`config.mk`:
```
export PLATFORM = sky130hd
export DESIGN_NAME = lsu_stage
export DESIGN_NICKNAME = d
export VERILOG_FILES = /design/src/rtl/lsu_stage.sv
export SDC_FILE = /design/constraint.sdc
export NUM_CORES = 1
export LEC_CHECK = 0
export CAP_MARGIN = 20
export CORE_UTILIZATION = 45
export DETAILED_ROUTE_END_ITERATION = 6
export PLACE_DENSITY = 0.94
export SYNTH_ARGS = -nofsm -noshare
export SYNTH_HDL_FRONTEND = slang
export SYNTH_SLANG_ARGS = --single-unit
```
`constraint.sdc`:
```
create_clock -name clk -period 3.2 [get_ports clk]
set_input_delay 0.8 -clock clk [delete_from_list [all_inputs] [get_ports clk]]
set_output_delay 0.8 -clock clk [all_outputs]
set_load 0.02 [all_outputs]
```
`src/rtl/lsu_stage.sv`:
```
// lsu_stage: single-outstanding load/store stage between execute and write-back.
// Accepts one instruction from execute, performs at most one aligned memory
// access with lane steering and load extension, then holds the write-back
// bundle until WBU takes it.
module lsu_stage #(
    parameter int unsigned ADDR_W = 32,
    parameter int unsigned XLEN   = 32
) (
    input  logic              clk,
    input  logic              rst,
    input  logic              valid_in_exu,
    output logic              ready_out_exu,
    input  logic [2:0]        func3,
    input  logic              mem_ren,
    input  logic              mem_wen,
    input  logic [XLEN-1:0]   alu_out,
    input  logic [XLEN-1:0]   wdata,
    input  logic              gpr_wen,
    input  logic [4:0]        rd,
    input  logic [XLEN-1:0]   pc,
    output logic              mem_req_valid,
    input  logic              mem_req_ready,
    output logic              mem_req_wen,
    output logic [ADDR_W-1:0] mem_req_addr,
    output logic [XLEN-1:0]   mem_req_wdata,
    output logic [3:0]        mem_req_wstrb,
    input  logic              mem_resp_valid,
    input  logic [XLEN-1:0]   mem_resp_rdata,
    input  logic              mem_resp_err,
    output logic              valid_out_wbu,
    input  logic              ready_in_wbu,
    output logic [XLEN-1:0]   wb_data,
    output logic              wb_gpr_wen,
    output logic [4:0]        wb_rd,
    output logic [XLEN-1:0]   wb_pc,
    output logic              wb_misalign,
    output logic              wb_access_fault
);

    typedef enum logic [1:0] {
        IDLE = 2'd0,
        REQ  = 2'd1,
        RESP = 2'd2,
        WB   = 2'd3
    } state_t;

    state_t      state;
    logic [2:0]  lat_func3;
    logic [1:0]  lat_lane;
    logic        lat_load;

    logic            is_mem;
    logic            misalign;
    logic [XLEN-1:0] store_data;
    logic [3:0]      store_strb;
    logic [XLEN-1:0] load_shift;
    logic [XLEN-1:0] load_ext;

    // Decode the incoming instruction: alignment check and store lane steering.
    always_comb begin
        is_mem     = mem_ren | mem_wen;
        misalign   = 1'b0;
        store_data = wdata;
        store_strb = 4'b1111;
        case (func3[1:0])
            2'b00: begin
                store_data = {4{wdata[7:0]}};
                store_strb = 4'(4'b0001 << alu_out[1:0]);
            end
            2'b01: begin
                misalign   = alu_out[0];
                store_data = {2{wdata[15:0]}};
                store_strb = 4'(4'b0011 << alu_out[1:0]);
            end
            default: begin
                misalign   = |alu_out[1:0];
            end
        endcase
    end

    // Right-align the returned word on the accessed lane and extend it.
    always_comb begin
        load_shift = mem_resp_rdata >> {lat_lane, 3'b000};
        case (lat_func3)
            3'b000:  load_ext = {{24{load_shift[7]}}, load_shift[7:0]};
            3'b001:  load_ext = {{16{load_shift[15]}}, load_shift[15:0]};
            3'b100:  load_ext = {24'd0, load_shift[7:0]};
            3'b101:  load_ext = {16'd0, load_shift[15:0]};
            default: load_ext = load_shift;
        endcase
    end

    // Stage state machine with all handshake and bundle outputs registered.
    always_ff @(posedge clk) begin
        if (rst) begin
            state           <= IDLE;
            ready_out_exu   <= 1'b1;
            mem_req_valid   <= 1'b0;
            mem_req_wen     <= 1'b0;
            mem_req_addr    <= '0;
            mem_req_wdata   <= '0;
            mem_req_wstrb   <= '0;
            valid_out_wbu   <= 1'b0;
            wb_data         <= '0;
            wb_gpr_wen      <= 1'b0;
            wb_rd           <= '0;
            wb_pc           <= '0;
            wb_misalign     <= 1'b0;
            wb_access_fault <= 1'b0;
            lat_func3       <= '0;
            lat_lane        <= '0;
            lat_load        <= 1'b0;
        end else begin
            case (state)
                IDLE: begin
                    if (valid_in_exu) begin
                        ready_out_exu   <= 1'b0;
                        wb_data         <= alu_out;
                        wb_rd           <= rd;
                        wb_pc           <= pc;
                        wb_misalign     <= is_mem & misalign;
                        wb_gpr_wen      <= gpr_wen & ~(is_mem & misalign);
                        wb_access_fault <= 1'b0;
                        lat_func3       <= func3;
                        lat_lane        <= alu_out[1:0];
                        lat_load        <= mem_ren & ~mem_wen;
                        if (is_mem && !misalign) begin
                            state         <= REQ;
                            mem_req_valid <= 1'b1;
                            mem_req_wen   <= mem_wen;
                            mem_req_addr  <= {alu_out[ADDR_W-1:2], 2'b00};
                            mem_req_wdata <= mem_wen ? store_data : '0;
                            mem_req_wstrb <= mem_wen ? store_strb : 4'b0000;
                        end else begin
                            state         <= WB;
                            valid_out_wbu <= 1'b1;
                        end
                    end
                end
                REQ: begin
                    if (mem_req_ready) begin
                        state         <= RESP;
                        mem_req_valid <= 1'b0;
                    end
                end
                RESP: begin
                    if (mem_resp_valid) begin
                        state           <= WB;
                        valid_out_wbu   <= 1'b1;
                        wb_access_fault <= mem_resp_err;
                        if (mem_resp_err) begin
                            wb_gpr_wen <= 1'b0;
                        end
                        if (lat_load) begin
                            wb_data <= load_ext;
                        end
                    end
                end
                WB: begin
                    if (ready_in_wbu) begin
                        state         <= IDLE;
                        valid_out_wbu <= 1'b0;
                        ready_out_exu <= 1'b1;
                    end
                end
                default: begin
                    state <= IDLE;
                end
            endcase
        end
    end

endmodule

```
==> qor.yml <==
run_status:
  outcome: "finished clean"
layout:
  final_cell_mix: "clkdlybuf4s50_1, nand2_1, dfxtp_1"
  final_cells: 1252
  fillers: 1061
  final_common_cell: "clkdlybuf4s50_1"
  drive_gt1_share_pct: 8.72
  nNetsFinal: 1205
  areaGrowthSynthToFinish_pct: 54.0
sta:
  timing.slew.headroom_pct: 50.1
  min_period_over_period_pct: 76.6
  tns_ps: 0
  min_period_ps: 2450
  worst_pin_slew_ps: 746
  setup_viol: 0
  fmax_mhz: 408
  hold_viol: 0
  clock_skew_ps: 9.04
  worst_hold_slack_ps: 451
  fin_ws_ps: 749
  grt_setup_unrepaired: "no"
  slew_viol_final: 0
clock_tree:
  clk_pin_slew_ps: 60
  clockBufferDepth: 2
  cts_resized: 0
  cts_setup_buffers: 0
  cts_hold_buf: 0
  htree_num_levels: 4
  numCtsBuffers: 17
  clock_sinks: 150
  cts_tree: "done"
  clk_latency_ps: 420
  root_buffer: "clkbuf_16"
yosys:
  synth_edf_count: 0
  ys_ff_latch: 150
  yosysSeqAreaShare_pct: 44.7
  synth-simple-area-share_pct: 17.5
  synth-xor-area-share_pct: 0
  yosys_warnings: 0
  synthDistinctLibCells: 49
  yosysTopAreaCell: "dfxtp_1"
  synth_compound_area_share_pct: 21.0
  synth_top_family_by_area: "compound AO/OA/AOI/OAI gates"
  synthArstFlopShare_pct: 0
  synthTopCellsByArea: "dfxtp_1, nand2_1, a21oi_1"
  synthAdderAreaFrac_pct: 0.746
  synth_top_area_share_pct: 44.7
  syn-cell-area_um2: 6710
  synthMuxAreaShare_pct: 10.6
  syn_inst: 793
  avgSynthCellArea_um2: 8.46
  synth-main-ff-cell: "dfxtp_1"
die:
  rows: 44
  die_y_um: 124
  io_pins: 290
  core_area_um2: 14500
  die_area_um2: 15400
  start_util_pct: 46.2
  die_w_um: 124
global_routing:
  use_met1_pct: 33.7
  gr-usage-all-layers_pct: 30.5
  grt_max_degree: 66
  grt_overflow: 0
  grt_busiest_layer: "met2"
  antenna_found_initial: 1
  grt_use_met3_pct: 10.2
  grt.met2_usage_pct: 51.3
  grt_pass1_vias: 6851
  grt_pass1_wl_um: 35600
critical_path:
  path_cells: "clkdlybuf4s50_1 > mux2i_2 > nor2_2 > buf_4 > nor2_1 > o2bb2ai_1"
  critPathKind: "input port to flip-flop"
  r2r_start: "state[0]"
  reg2reg_depth: 7
  path_max_fanout: 35
  crit_path_start: "valid_in_exu"
  critPathRequiredTime_ps: 3540
  cpPeakStageDelay_ps: 580
  critPathSlowestCell: "mux2i_2"
  cp-start-kind: "input port"
  rrSetupSlack_ps: 780
  r2r-end: "wb_data[26]"
  cp-end-kind: "flip-flop"
  cp_data_arrival_time_ps: 2800
job:
  maxCapViolations: 0
route:
  drt_iter0_markers: 473
  route.detailed.drc: 0
  drt-pass1-iter-count: 5
  num_vias: 6980
  viasPerCell: 5.58
  wl_per_cell_um: 18.9
  wl_um: 23600
  antenna_left: 0
power_and_ir_drop:
  ir_worst_vdd_uv: 433
  power_density_nw_per_um2: 712
  p_leak_nw: 3.68
  pwr-share-clk_pct: 28.2
  p_int_mw: 4.72
  seqPwrFrac_pct: 32.7
  combPwrFrac_pct: 39.1
  power.switching_mw: 2.64
  switching_share_pct: 35.9
  power_mw: 7.36
hold_path:
  hold_class: "flip-flop to flip-flop"
  min_delay_worst_endpoint: "wb_pc[2]"
  min_path_cells: 2
  worstHoldStart: "wb_pc[2]"
placed_design:
  hpwl_um: 16900
  gp_congestion: 0.876
  portBuffers: 287
  place_ws_ps: 322
  dpl.cell_count: 1220
-- stage by stage --
stage	utilization (%)	area, µm²
final	71.1	10300
after global routing	71.1	10300
after detailed placement	66.9	9720
after floorplan	-	6720
after global placement	66.9	9720
after CTS	71.1	10300
-- sequential cells by signal, indices dropped and copies added, names as in the netlist --
| name | flops |
|---|---|
| lat_func3 | 3 |
| lat_lane | 2 |
| lat_load | 1 |
| mem_req_addr | 30 |
| mem_req_valid | 1 |
| mem_req_wdata | 32 |
| mem_req_wen | 1 |
| mem_req_wstrb | 4 |
| ready_out_exu | 1 |
| state | 2 |
| valid_out_wbu | 1 |
| wb_access_fault | 1 |
| wb_data | 32 |
| wb_gpr_wen | 1 |
| wb_misalign | 1 |
| wb_pc | 32 |
| wb_rd | 5 |
-- layer usage --
layer	routed length, µm	up-vias	part of all wire (%)
li1	-	3292	-
met1	8800	3236	37
met2	11500	376	49
met3	2370	76	10
met4	952	0	4.0
met5	0	-	0
-- worst max-delay path by stage --
stage / endpoint / slack (ps) / cells after the start
2_1_floorplan: mem_req_addr[27] / 1200 / 7
3_3_place_gp: mem_req_valid / 440 / 7
3_5_place_dp: wb_data[26] / 320 / 6
4_1_cts: wb_data[27] / 760 / 6
5_1_grt: wb_data[26] / 600 / 7
6_report: wb_data[26] / 750 / 6
-- kinds of logic (layout without fill, tap and decap cells) --
kind of cell    count (synthesis)  count (layout)
simple gates                  274             274
buf+inv                        80             353
flops                         150             150
compound gates                225             225
fa+ha+maj                       4               4
mux                            59              59
other cells                     1               3
-- cells in the mapped netlist (2+ instances only) --
cell type,number
nand2_1,172
dfxtp_1,150
a21oi_1,119
nor2_1,41
mux2i_1,36
clkbuf_1,35
o21ai_0,27
o2bb2ai_1,27
nand3_1,18
buf_2,16
a211oi_1,15
mux2_2,15
inv_1,13
a311oi_1,11
nor2b_1,10
nor3b_1,9
or3_1,9
mux4_2,8
o22ai_1,8
buf_1,7
buf_4,7
ha_1,4
a31oi_1,3
nand2b_1,3
or2_2,3
and2_1,2
o2111ai_1,2
o221ai_1,2
-- worst max-delay path: cells and delay by family --
family | cells | cell delay (ps)
and+or+nand+nor | 2 | 460
buffers and inverters | 2 | 790
muxes | 1 | 580
AOI/OAI and AO/OA | 1 | 170
-- power by group through the flow --
stage | Combinational, mW | Clock [mW] | Sequential [mW]
global placement | 2.77 | 0 | 2.43
detailed placement | 2.84 | 0 | 2.44
finish | 2.87 | 2.08 | 2.41
CTS | 2.87 | 2.10 | 2.40
global route | 3.09 | 2.19 | 2.44
floorplan | 1.32 | 0 | 2.76
-- final cells by class --
class | count | area (µm²) | share of cell area (%)
multi-input cells | 564 | 3380 | 32.7
well taps | 184 | 230 | 2.23
repair buffers | 309 | 3060 | 29.6
clock inverters | 12 | 154 | 1.49
clock buffers | 19 | 453 | 4.38
inverters | 13 | 48.8 | 0.472
diodes | 1 | 2.50 | 0.0242
flip-flops and latches | 150 | 3000 | 29.1
(Power assumes the default switching activity.)
